==> config.mk <==
export PLATFORM = sky130hd
export DESIGN_NAME = cpc_bus_master
export DESIGN_NICKNAME = d
export VERILOG_FILES = /design/src/rtl/cpc_bus_master.sv
export SDC_FILE = /design/constraint.sdc
export NUM_CORES = 1
export LEC_CHECK = 0
export CORE_MARGIN = 2
export CORE_UTILIZATION = 48
export DETAILED_ROUTE_END_ITERATION = 16
export PLACE_DENSITY_LB_ADDON = 0.1
export SYNTH_ARGS = -nofsm -noshare
export SYNTH_HDL_FRONTEND = slang
export SYNTH_SLANG_ARGS = --single-unit
==> constraint.sdc <==
create_clock -name CLK -period 5.2 [get_ports CLK]
set_clock_uncertainty 0.05 [all_clocks]
set_input_delay 1.04 -clock CLK [delete_from_list [all_inputs] [get_ports CLK]]
set_output_delay 1.04 -clock CLK [all_outputs]
set_load 0.005 [all_outputs]
==> src/rtl/cpc_bus_master.sv <==
// cpc_bus_master: Z80-style CPC expansion bus initiator running single memory/I-O cycles after a BUSRQ/BUSACK handshake
module cpc_bus_master #(
  parameter int MAX_WAIT = 15,
  parameter int ACK_TIMEOUT = 255,
  parameter int IO_AUTO_WAIT = 1
) (
  input  logic        CLK,
  input  logic        RESET_B,
  input  logic        req_valid,
  output logic        req_ready,
  input  logic        req_io,
  input  logic        req_wr,
  input  logic [15:0] req_addr,
  input  logic [7:0]  req_wdata,
  output logic        rsp_valid,
  output logic [7:0]  rsp_rdata,
  output logic        rsp_err,
  output logic        BUSRQ_B,
  input  logic        BUSACK_B,
  input  logic        READY,
  output logic [15:0] A,
  output logic        A_OE,
  input  logic [7:0]  D_IN,
  output logic [7:0]  D_OUT,
  output logic        D_OE,
  output logic        MREQ_B,
  output logic        IOREQ_B,
  output logic        RD_B,
  output logic        WR_B
);
  localparam int AW = $clog2(ACK_TIMEOUT + 2);
  localparam int WW = $clog2(MAX_WAIT + 2);
  localparam int IW = $clog2(IO_AUTO_WAIT + 2);
  typedef enum logic [2:0] {IDLE, BREQ, T1, T2, TW, T3, RSP, REL} state_t;
  state_t state, state_n;
  logic out_en, io, wr, err, ack_to;
  logic [15:0] addr;
  logic [7:0] wdata;
  logic [AW-1:0] acnt;
  logic [WW-1:0] wcnt;
  logic [IW-1:0] aw;
  logic accept, ack_last, wait_abort, held, act;
  assign ack_last = acnt >= AW'(ACK_TIMEOUT - 1);
  assign wait_abort = !READY && wcnt >= WW'(MAX_WAIT);
  assign held = !ack_to && state inside {T1, T2, TW, T3, RSP, REL};
  assign act = state inside {T2, TW, T3};
  assign req_ready = out_en && (state == IDLE || (state == REL && !ack_to));
  assign accept = req_valid && req_ready;
  assign rsp_valid = state == RSP;
  assign rsp_err = rsp_valid && err;
  assign BUSRQ_B = !(state == BREQ || held);
  assign A_OE = held;
  assign A = addr;
  assign D_OUT = wdata;
  assign D_OE = wr && state inside {T1, T2, TW, T3};
  assign MREQ_B = !(act && !io);
  assign IOREQ_B = !(act && io);
  assign RD_B = !(act && !wr);
  assign WR_B = !(act && wr);
  always_comb begin
    state_n = state;
    case (state)
      IDLE: state_n = accept ? BREQ : IDLE;
      BREQ: state_n = !BUSACK_B ? T1 : ack_last ? RSP : BREQ;
      T1: state_n = T2;
      T2: state_n = io || !READY ? TW : T3;
      TW: state_n = wait_abort ? RSP : !READY || aw > IW'(1) ? TW : T3;
      T3: state_n = RSP;
      RSP: state_n = REL;
      default: state_n = accept ? T1 : IDLE;
    endcase
  end
  always_ff @(posedge CLK) begin
    if (!RESET_B) begin
      state <= IDLE;
      {out_en, io, wr, err, ack_to} <= '0;
      addr <= '0;
      wdata <= '0;
      rsp_rdata <= '0;
      acnt <= '0;
      wcnt <= '0;
      aw <= '0;
    end else begin
      state <= state_n;
      out_en <= 1'b1;
      if (accept) begin
        io <= req_io;
        wr <= req_wr;
        addr <= req_addr;
        wdata <= req_wdata;
        err <= 1'b0;
        ack_to <= 1'b0;
      end
      if (state == BREQ && BUSACK_B && ack_last) begin
        err <= 1'b1;
        ack_to <= 1'b1;
      end
      if (state == TW && wait_abort) err <= 1'b1;
      if (state == T3 && !wr) rsp_rdata <= D_IN;
      acnt <= state == BREQ && !ack_last ? acnt + 1'b1 : '0;
      wcnt <= state == T2 ? WW'(!io && !READY) : state == TW && !READY && !wait_abort ? wcnt + 1'b1 : wcnt;
      aw <= state == T2 ? IW'(io ? IO_AUTO_WAIT : 0) : aw - IW'(aw != '0);
    end
  end
endmodule

==> flow_metrics.py, run 1 <==
metrics = {
    "power": {
        "finalPower_mw": 0.881,
        "power_density_nw_per_um2": 269,
        "leakage_nw": 1.22,
        "peakVddDrop_mv": 0.156,
    },
    "cells_and_area": {
        "area_growth_pct": 40.3,
        "nets": 364,
        "layoutNonFillerInstCount": 388,
        "antenna_cells": 0,
        "drive_gt1_frac": 0.0467,
        "stdcell_area_um2": 3280,
    },
    "global_routing": {
        "grt_max_degree": 29,
        "grt_pass1_wl_mm": 7.87,
        "grt.total_usage": 0.192,
        "antenna_found_initial": 0,
        "grt.overflow.total": 0,
        "grt_pass1_vias": 1736,
    },
    "synthesis": {
        "yosysSeqAreaShare": 0.480,
        "yosysUniqueCellTypes": 41,
        "ys_warn_count": 0,
        "syn_nets": 288,
        "ys_ff_latch": 56,
        "syn-cell-area_um2": 2340,
        "avgSynthCellArea_um2": 9.57,
        "syn_inst": 244,
    },
    "clock_tree": {
        "cts-root-buf": "clkbuf_8",
        "cts_setup_buffers": 0,
        "cts_tree": "done",
        "clk_pin_slew_ns": 0.09,
        "cts_buffers": 5,
        "htreeDepth": 2,
        "cts.hold.buffers_added": 0,
        "clk_latency_ns": 0.31,
        "ctsResizeCount": 0,
        "cts_sinks": 56,
        "clk_path_buf_depth": 2,
    },
    "timing": {
        "slew_viol_final": 0,
        "finalSetupViolations": 0,
        "fin_setup_tns_ns": 0,
        "max_freq_mhz": 321,
        "fin_crit_sh": 0.599,
        "slew_headroom": 0.238,
        "worst_pin_slew_ns": 1.14,
        "final_hold_viol_count": 0,
        "rsz0062_at_grt": "false",
        "period_minus_slack_ns": 3.12,
    },
    "placement": {
        "post_dp_cell_area_um2": 3150,
        "portBuffers": 80,
        "gp_congestion": 0.744,
        "dp_hpwl_mm": 3.57,
        "dp_cells": 380,
    },
    "drt": {
        "drt-initial-drc-count": 77,
        "wl_mm": 4.99,
        "viasPerCell": 4.97,
        "wl_per_cell_um": 12.8,
        "dr.pass1.iters": 4,
        "drcViolationCount": 0,
        "ant_nets": 0,
        "vias": 1928,
    },
    "floorplanning": {
        "start_util": 0.495,
        "core_area_um2": 4720,
        "dieWidth_um": 73.8,
        "dieHeight_um": 73.8,
        "rows": 25,
        "ios": 81,
        "die_area_um2": 5440,
    },
    "setup_path": {
        "startpoint_type": "register",
        "worstPathRequired_ns": 4.11,
        "endpoint_kind": "primary output",
        "rrSetupSlack_ns": 2.90,
        "crit_type": "register to primary output",
        "cp_max_fo": 14,
        "worst_r2r_path_depth": 4,
        "worstPathArrival_ns": 2.03,
    },
    "status": {
        "status": "completed",
    },
    "run": {
        "timing.max_cap.violations": 0,
    },
    "hold_path": {
        "hp-class": "register to register",
        "min_path_cells": 2,
    },
}
-- worst max-delay path: stages (launching register included) --
cell and delay [ns]:
dfxtp_1 0.61, inv_1 0.15, nor3_1 0.30, and2_1 0.17, clkdlybuf4s50_1 0.49
-- report_power, final --
group	internal (mW)	switching [mW]	total [mW]	leakage, nW
clock	0.170	0.138	0.308	0.0645
sequential	0.443	0.0133	0.457	0.455
combinational	0.0735	0.0426	0.116	0.697
total	0.687	0.194	0.881	1.22
-- placed cells by master, fill, tap and decap left out, types with 2 or more instances in the layout --
| cell | count |
|---|---|
| clkdlybuf4s50_1 | 80 |
| dfxtp_1 | 56 |
| nor2_1 | 53 |
| mux2i_1 | 35 |
| nand2_1 | 12 |
| xor2_1 | 8 |
| inv_1 | 7 |
| nand3_1 | 7 |
| clkbuf_8 | 7 |
| a31oi_1 | 5 |
| ha_1 | 5 |
| o21ai_0 | 4 |
| nand2b_1 | 4 |
| and3_1 | 4 |
| nand4_1 | 4 |
| a21oi_1 | 4 |
| and2_1 | 2 |
| nor4b_2 | 2 |
| or2_2 | 2 |
-- layout make-up --
class                   count  area (um2)
clock buffers               7        96.3
clock inverters             1        30.0
fillers                   381        1450
inverters                   7        26.3
multi-input cells         169        1110
flip-flops and latches     56        1120
well taps                  67        83.8
repair buffers             81         808
-- cell usage after synthesis --
cell	number	area [um2]
a21oi_1	4	20.0
o211a_1	1	10.0
mux2i_1	35	350
nand4b_1	1	8.76
a211oi_1	1	7.51
clkbuf_1	6	22.5
buf_2	2	10.0
nor4b_2	1	15.0
or3_1	1	6.26
or2_2	2	12.5
xor2_1	8	70.1
o211ai_1	1	7.51
o21ai_0	4	20.0
nand2b_1	4	25.0
or2_1	1	6.26
and3_1	4	25.0
buf_8	1	15.0
ha_1	5	62.6
nand3_1	7	35.0
a21oi_2	1	8.76
o31a_1	1	8.76
nor3b_1	1	7.51
buf_6	2	22.5
a41o_1	1	10.0
nor2_1	53	199
o22ai_1	1	6.26
buf_12	1	20.0
nand2_1	12	45.0
nand3b_1	1	7.51
o21ai_1	1	5.00
xnor2_1	1	8.76
nand4_1	4	25.0
dfxtp_1	56	1120
a31oi_1	5	31.3
and2_1	2	12.5
inv_1	7	26.3
nor3_1	1	5.00
a21boi_0	1	7.51
nor4b_1	1	8.76
and4_1	1	8.76
or3_4	1	11.3
-- stage by stage --
step / hold WS (ns) / worst slack (ns) / utilization
global placement: 0.370 / 2.18 / 0.667
floorplan: 0.360 / 2.93 / -
finish: 0.389 / 2.08 / 0.694
detailed placement: 0.376 / 2.17 / 0.667
CTS: 0.390 / 2.07 / 0.694
global route: 0.413 / 1.91 / 0.694
-- flip-flops by register name, indices dropped and copies added, names as in the netlist, 2 cells and up --
name,count
A,16
D_OUT,8
rsp_rdata,8
acnt,9
wcnt,5
aw,2
state,3
-- cells by family (layout without fill, tap and decap cells) --
family	count (synthesis)	after routing	synth area share
adder cells (fa/ha/maj)	5	5	0.0268
multiplexers	35	35	0.150
flip-flops	56	56	0.480
AO/OA/AOI/OAI	22	22	0.0611
buffers and inverters	19	96	0.0498
XOR/XNOR	9	9	0.0337
AND/OR/NAND/NOR	98	98	0.199
-- final timing paths --
path	startpoint	endpoint
min	aw[1]	aw[1]
min reg2reg	aw[1]	aw[1]
max reg2reg	state[1]	A[12]
max	state[1]	rsp_err
-- layer usage --
layer | wire length, um | part of all wire | GRT usage
met1 | 2280 | 0.46 | 0.234
met2 | 2270 | 0.46 | 0.304
met3 | 333 | 0.067 | 0.0658
met4 | 101 | 0.020 | 0.0909
met5 | 0 | 0 | 0
Note: power is estimated with default switching activity, not from simulation.
==> run 2, diff against run 1 <==
- CORE_UTILIZATION: 48 -> 40
- clock period: 5.2 -> 2.7 ns (I/O delays scaled with it)
==> run 2 against run 1 <==
Flip-flop and latch count is the same; critical path type unchanged; via count shrank 0.99%; non-clock buffer count grew 4; global-route usage shrank 2.3 points; largest cell class unchanged; core utilization shrank 10 points; power grew 81%; design area grew 0.73%; sequential share of layout area shrank 0.13 points; first-iteration DRC count grew 3.9%; clock power grew 55%; sequential power grew 92%.
==> flow_metrics.py, run 2 (same netlist as run 1, synthesis figures left out) <==
metrics = {
    "setup_path": {
        "crit_type": "register to primary output",
        "cpPeakStageDelay_ns": 0.55,
        "timing.critical_path.depth": 3,
        "critPathSlowestCell": "clkdlybuf4s50_1",
        "critical_path.top_delay_family": "buffers and inverters",
        "worstPathArrival_ns": 1.88,
        "critPathBufInv": 1,
        "cp_max_fo": 14,
        "endpoint_kind": "primary output",
        "startpoint_type": "register",
        "worstPathRequired_ns": 2.11,
        "worst_r2r_path_depth": 7,
        "cp_cell_sequence": "or3_4, a21boi_0, clkdlybuf4s50_1",
    },
    "drt": {
        "wl_mm": 5.07,
        "vias": 1909,
        "viasPerCell": 4.81,
        "dr.pass1.iters": 4,
        "ant_nets": 0,
        "wl_per_cell_um": 12.8,
        "drcViolationCount": 0,
        "drt-initial-drc-count": 80,
    },
    "placement": {
        "gp_congestion": 0.785,
        "dp_hpwl_mm": 3.70,
        "portBuffers": 80,
    },
    "clock_tree": {
        "clk_path_buf_depth": 2,
        "cts_setup_buffers": 0,
        "cts_tree": "done",
        "cts_sinks": 56,
        "htreeDepth": 2,
        "cts_buffers": 5,
        "clk_pin_slew_ns": 0.10,
        "clk_latency_ns": 0.31,
        "cts-root-buf": "clkbuf_8",
    },
    "timing": {
        "fin_setup_tns_ns": 0,
        "slew_viol_final": 0,
        "slew_headroom": 0.688,
        "worst_pin_slew_ns": 0.468,
        "final_hold_viol_count": 0,
        "period_minus_slack_ns": 2.47,
        "finalSetupViolations": 0,
        "fin_crit_sh": 0.914,
        "max_freq_mhz": 405,
        "rsz0062_at_grt": "false",
    },
    "floorplanning": {
        "dieHeight_um": 80.4,
        "rows": 27,
        "core_area_um2": 5570,
        "die_area_um2": 6470,
        "ios": 81,
        "dieWidth_um": 80.4,
        "start_util": 0.419,
    },
    "power": {
        "p_comb_frac": 0.147,
        "p_clk_frac": 0.300,
        "p_sw_frac": 0.239,
        "peakVddDrop_mv": 0.233,
        "p_int_mw": 1.21,
        "seq_power_share": 0.552,
        "power_density_nw_per_um2": 482,
        "finalPower_mw": 1.59,
        "p_sw_mw": 0.380,
        "leakage_nw": 1.22,
    },
    "hold_path": {
        "hp-class": "register to register",
        "min_path_cells": 2,
    },
    "global_routing": {
        "grt_max_degree": 39,
        "grt_pass1_wl_mm": 8.44,
        "grt.overflow.total": 0,
        "grt.total_usage": 0.169,
        "grt_pass1_vias": 1796,
        "antenna_found_initial": 0,
    },
    "cells_and_area": {
        "antenna_cells": 0,
        "most-common-layout-cells": "80 x clkdlybuf4s50_1, 53 x dfxtp_1, 53 x nor2_1, 35 x mux2i_1, 12 x nand2_1",
        "nets": 368,
        "largest_reg_flops": 16,
        "drive_gt1_frac": 0.0677,
        "area_growth_pct": 41.3,
        "mostFrequentLayoutCell": "clkdlybuf4s50_1",
    },
    "run": {
        "timing.max_cap.violations": 0,
    },
    "status": {
        "status": "completed",
    },
}
[run 2: cell types whose count changed in the layout (fill, tap and decap cells not counted)]
cell / change
buf_4: +3
clkinvlp_4: +2
buf_12: +1
bufinv_16: -1
clkbuf_8: -1
dfxtp_1: -3
dfxtp_2: +3
[run 2: final timing paths]
path,start,to,slack (ns)
setup reg to reg,wcnt[0],wcnt[4],0.74
setup / recovery,state[0],req_ready,0.23
hold / removal,aw[1],aw[1],0.38
hold reg to reg,aw[1],aw[1],0.38
[run 2: what timing repair did]
item                       in CTS  in global routing
gates resized for setup         0                  3
setup endpoints to repair       0                  8
hold buffers                    0                  0
[run 2: cell type report]
| type | count | area (um2) |
|---|---|---|
| multi-input cells | 169 | 1110 |
| inverters | 7 | 26.3 |
| repair buffers | 85 | 851 |
| clock inverters | 2 | 15.0 |
| fillers | 517 | 2270 |
| well taps | 72 | 90.1 |
| clock buffers | 6 | 82.6 |
| flip-flops and latches | 56 | 1120 |
[run 2: metal layers]
layer | track usage | vias up | routed length (um)
met5 | 0 | - | 0
met2 | 0.265 | 59 | 2300
met4 | 0.0610 | 0 | 73
li1 | - | 987 | -
met3 | 0.0551 | 5 | 391
met1 | 0.217 | 858 | 2310
[run 2: through the flow]
stage          hold slack, ns  utilization  setup WS, ns  instance area [um2]  cells
2_1_floorplan           0.360            -         0.927                 2340    244
3_3_place_gp            0.369        0.574         0.466                 3200    389
3_5_place_dp            0.371        0.574         0.422                 3200    389
4_1_cts                 0.385        0.592        0.0611                 3300    397
5_1_grt                 0.432        0.592        0.0576                 3300    397
6_report                0.384        0.592         0.231                 3300    397
[run 2: tightest hold or removal path: stages, from the launching register on]
cell and delay, ns:
dfxtp_1 0.32, nand2_1 0.05, nor2_1 0.03
[run 2: power groups by stage]
stage,Clock (mW),Sequential [mW],Combinational [mW]
after floorplan,0,0.891,0.112
after global placement,0,0.896,0.236
after detailed placement,0,0.898,0.237
after CTS,0.501,0.879,0.239
after global routing,0.529,0.884,0.256
final,0.478,0.879,0.235
==> run 3, diff against run 2 <==
- clock period: 2.7 -> 2.07 ns (I/O delays scaled with it)
==> run 3 against run 2 <==
Global-route usage grew 0.76 points; sequential share of layout area shrank 1.5 points; hold slack gained 0.0029 ns; power grew 28%; wire length grew 7.9%; critical path depth grew 1; combinational power grew 49%; first-iteration DRC count grew 40%; critical path type unchanged.
==> flow_metrics.py, run 3 (same netlist as run 1, synthesis figures left out) <==
metrics = {
    "status": {
        "status": "completed",
    },
    "cells_and_area": {
        "nets": 385,
        "area_growth_pct": 48.6,
        "seqCellArea_um2": 1130,
        "antenna_cells": 0,
        "mostFrequentLayoutCell": "clkdlybuf4s50_1",
        "drive_gt1_frac": 0.132,
        "largest_reg_flops": 16,
        "most-common-layout-cells": "72 x clkdlybuf4s50_1, 53 x dfxtp_1, 52 x nor2_1, 35 x mux2i_1, 19 x buf_4",
        "multi_input_area_um2": 1150,
        "nFillCells": 500,
        "stdcell_area_um2": 3470,
    },
    "clock_tree": {
        "cts_buffers": 5,
        "clk_path_buf_depth": 2,
        "cts.hold.buffers_added": 0,
        "clk_latency_ns": 0.30,
        "cts-root-buf": "clkbuf_8",
        "cts_sinks": 56,
        "cts_tree": "done",
        "clk_pin_slew_ns": 0.09,
        "htreeDepth": 2,
    },
    "setup_path": {
        "endpoint_kind": "primary output",
        "rrSetupSlack_ns": 0.18,
        "worstPathArrival_ns": 1.54,
        "cp_max_fo": 6,
        "crit_type": "register to primary output",
        "cp-startpoint": "state[1]",
        "r2r-end": "io",
        "r2r-start": "state[1]",
        "cpPeakStageDelay_ns": 0.51,
        "worst_r2r_path_depth": 7,
        "cp_cell_sequence": "inv_4, ha_4, nor2_2, clkdlybuf4s50_1",
        "critPathSlowestCell": "clkdlybuf4s50_1",
        "worstPathRequired_ns": 1.61,
        "startpoint_type": "register",
    },
    "hold_path": {
        "min_delay_worst_endpoint": "aw[1]",
        "min_path_cells": 2,
        "worstHoldStart": "aw[0]",
        "hp-class": "register to register",
    },
    "drt": {
        "drt-initial-drc-count": 112,
        "vias": 2034,
        "drcViolationCount": 0,
        "ant_nets": 0,
        "wl_per_cell_um": 13.3,
        "dr.pass1.iters": 4,
        "viasPerCell": 4.92,
        "wl_mm": 5.48,
    },
    "floorplanning": {
        "dieHeight_um": 80.4,
        "dieWidth_um": 80.4,
        "rows": 27,
        "start_util": 0.419,
        "die_area_um2": 6470,
        "ios": 81,
        "core_area_um2": 5570,
    },
    "power": {
        "peakVddDrop_mv": 0.377,
        "power_density_nw_per_um2": 589,
        "leakage_nw": 1.34,
    },
    "global_routing": {
        "grt_pass1_vias": 1977,
        "grt.total_usage": 0.177,
        "grt_pass1_wl_mm": 8.88,
        "antenna_found_initial": 0,
        "grt.overflow.total": 0,
        "grt_max_degree": 39,
    },
    "timing": {
        "finalSetupViolations": 0,
        "slew_viol_final": 0,
        "final_hold_viol_count": 0,
        "rsz0062_at_grt": "false",
        "fin_setup_tns_ns": 0,
        "fin_crit_sh": 0.967,
        "period_minus_slack_ns": 2.00,
        "max_freq_mhz": 499,
        "worst_pin_slew_ns": 0.297,
        "slew_headroom": 0.802,
    },
    "placement": {
        "portBuffers": 80,
        "dp_hpwl_mm": 3.88,
        "post_dp_cell_area_um2": 3310,
        "gp_congestion": 0.796,
    },
    "run": {
        "timing.max_cap.violations": 0,
    },
}
==> run 3: critical path: cells and delay by family (launching register included) <==
kind,cells,cell delay [ns]
and+or+nand+nor,1,0.11
buffers and inverters,2,0.57
adders and majority gates,1,0.16
DFF,1,0.40
==> run 3: how the worst max path moves through the flow <==
stage	endpoint	slack (ns)	cells past startpoint
6_report	A_OE	0.07	4
5_1_grt	A_OE	0.004	4
4_1_cts	req_ready	0.01	4
3_5_place_dp	A_OE	0.04	4
3_3_place_gp	A_OE	0.07	4
2_1_floorplan	wcnt[4]	0.32	7
==> run 3: layout make-up <==
| cell class | instances | share of cell area |
|---|---|---|
| Inverter | 7 | 0.00901 |
| Multi-Input combinational cell | 169 | 0.333 |
| Tap cell | 72 | 0.0259 |
| Clock buffer | 6 | 0.0209 |
| Timing Repair Buffer | 102 | 0.285 |
| Sequential cell | 56 | 0.325 |
| Clock inverter | 1 | 0.00144 |
==> run 3: metrics by stage <==
step                power (mW)  hold slack (ns)   util  worst slack [ns]  instances
floorplan                 1.31            0.360      -             0.322        244
global placement          1.50            0.369  0.594            0.0716        402
detailed placement        1.50            0.378  0.594            0.0398        402
CTS                       2.08            0.389  0.622            0.0100        413
global route              2.14            0.424  0.623           0.00366        413
finish                    2.04            0.386  0.623            0.0676        413
==> run 3: timing repair <==
item / CTS / global route
buffers inserted: 4 / 0
endpoints found under the setup margin: 10 / 3
gates resized for setup: 25 / 4
pin swaps: 0 / 1
==> run 3: metal layers <==
metal  global-route usage  vias up  part of all wire
li1                     -     1015                 -
met1                0.221      934              0.44
met2                0.279       77              0.47
met3               0.0652        8             0.081
met4               0.0610        0             0.012
met5                    0        -                 0
==> run 3: power breakdown <==
group	internal, mW	switching (mW)
registers	1.11	0.0236
logic	0.216	0.135
clock network	0.231	0.325
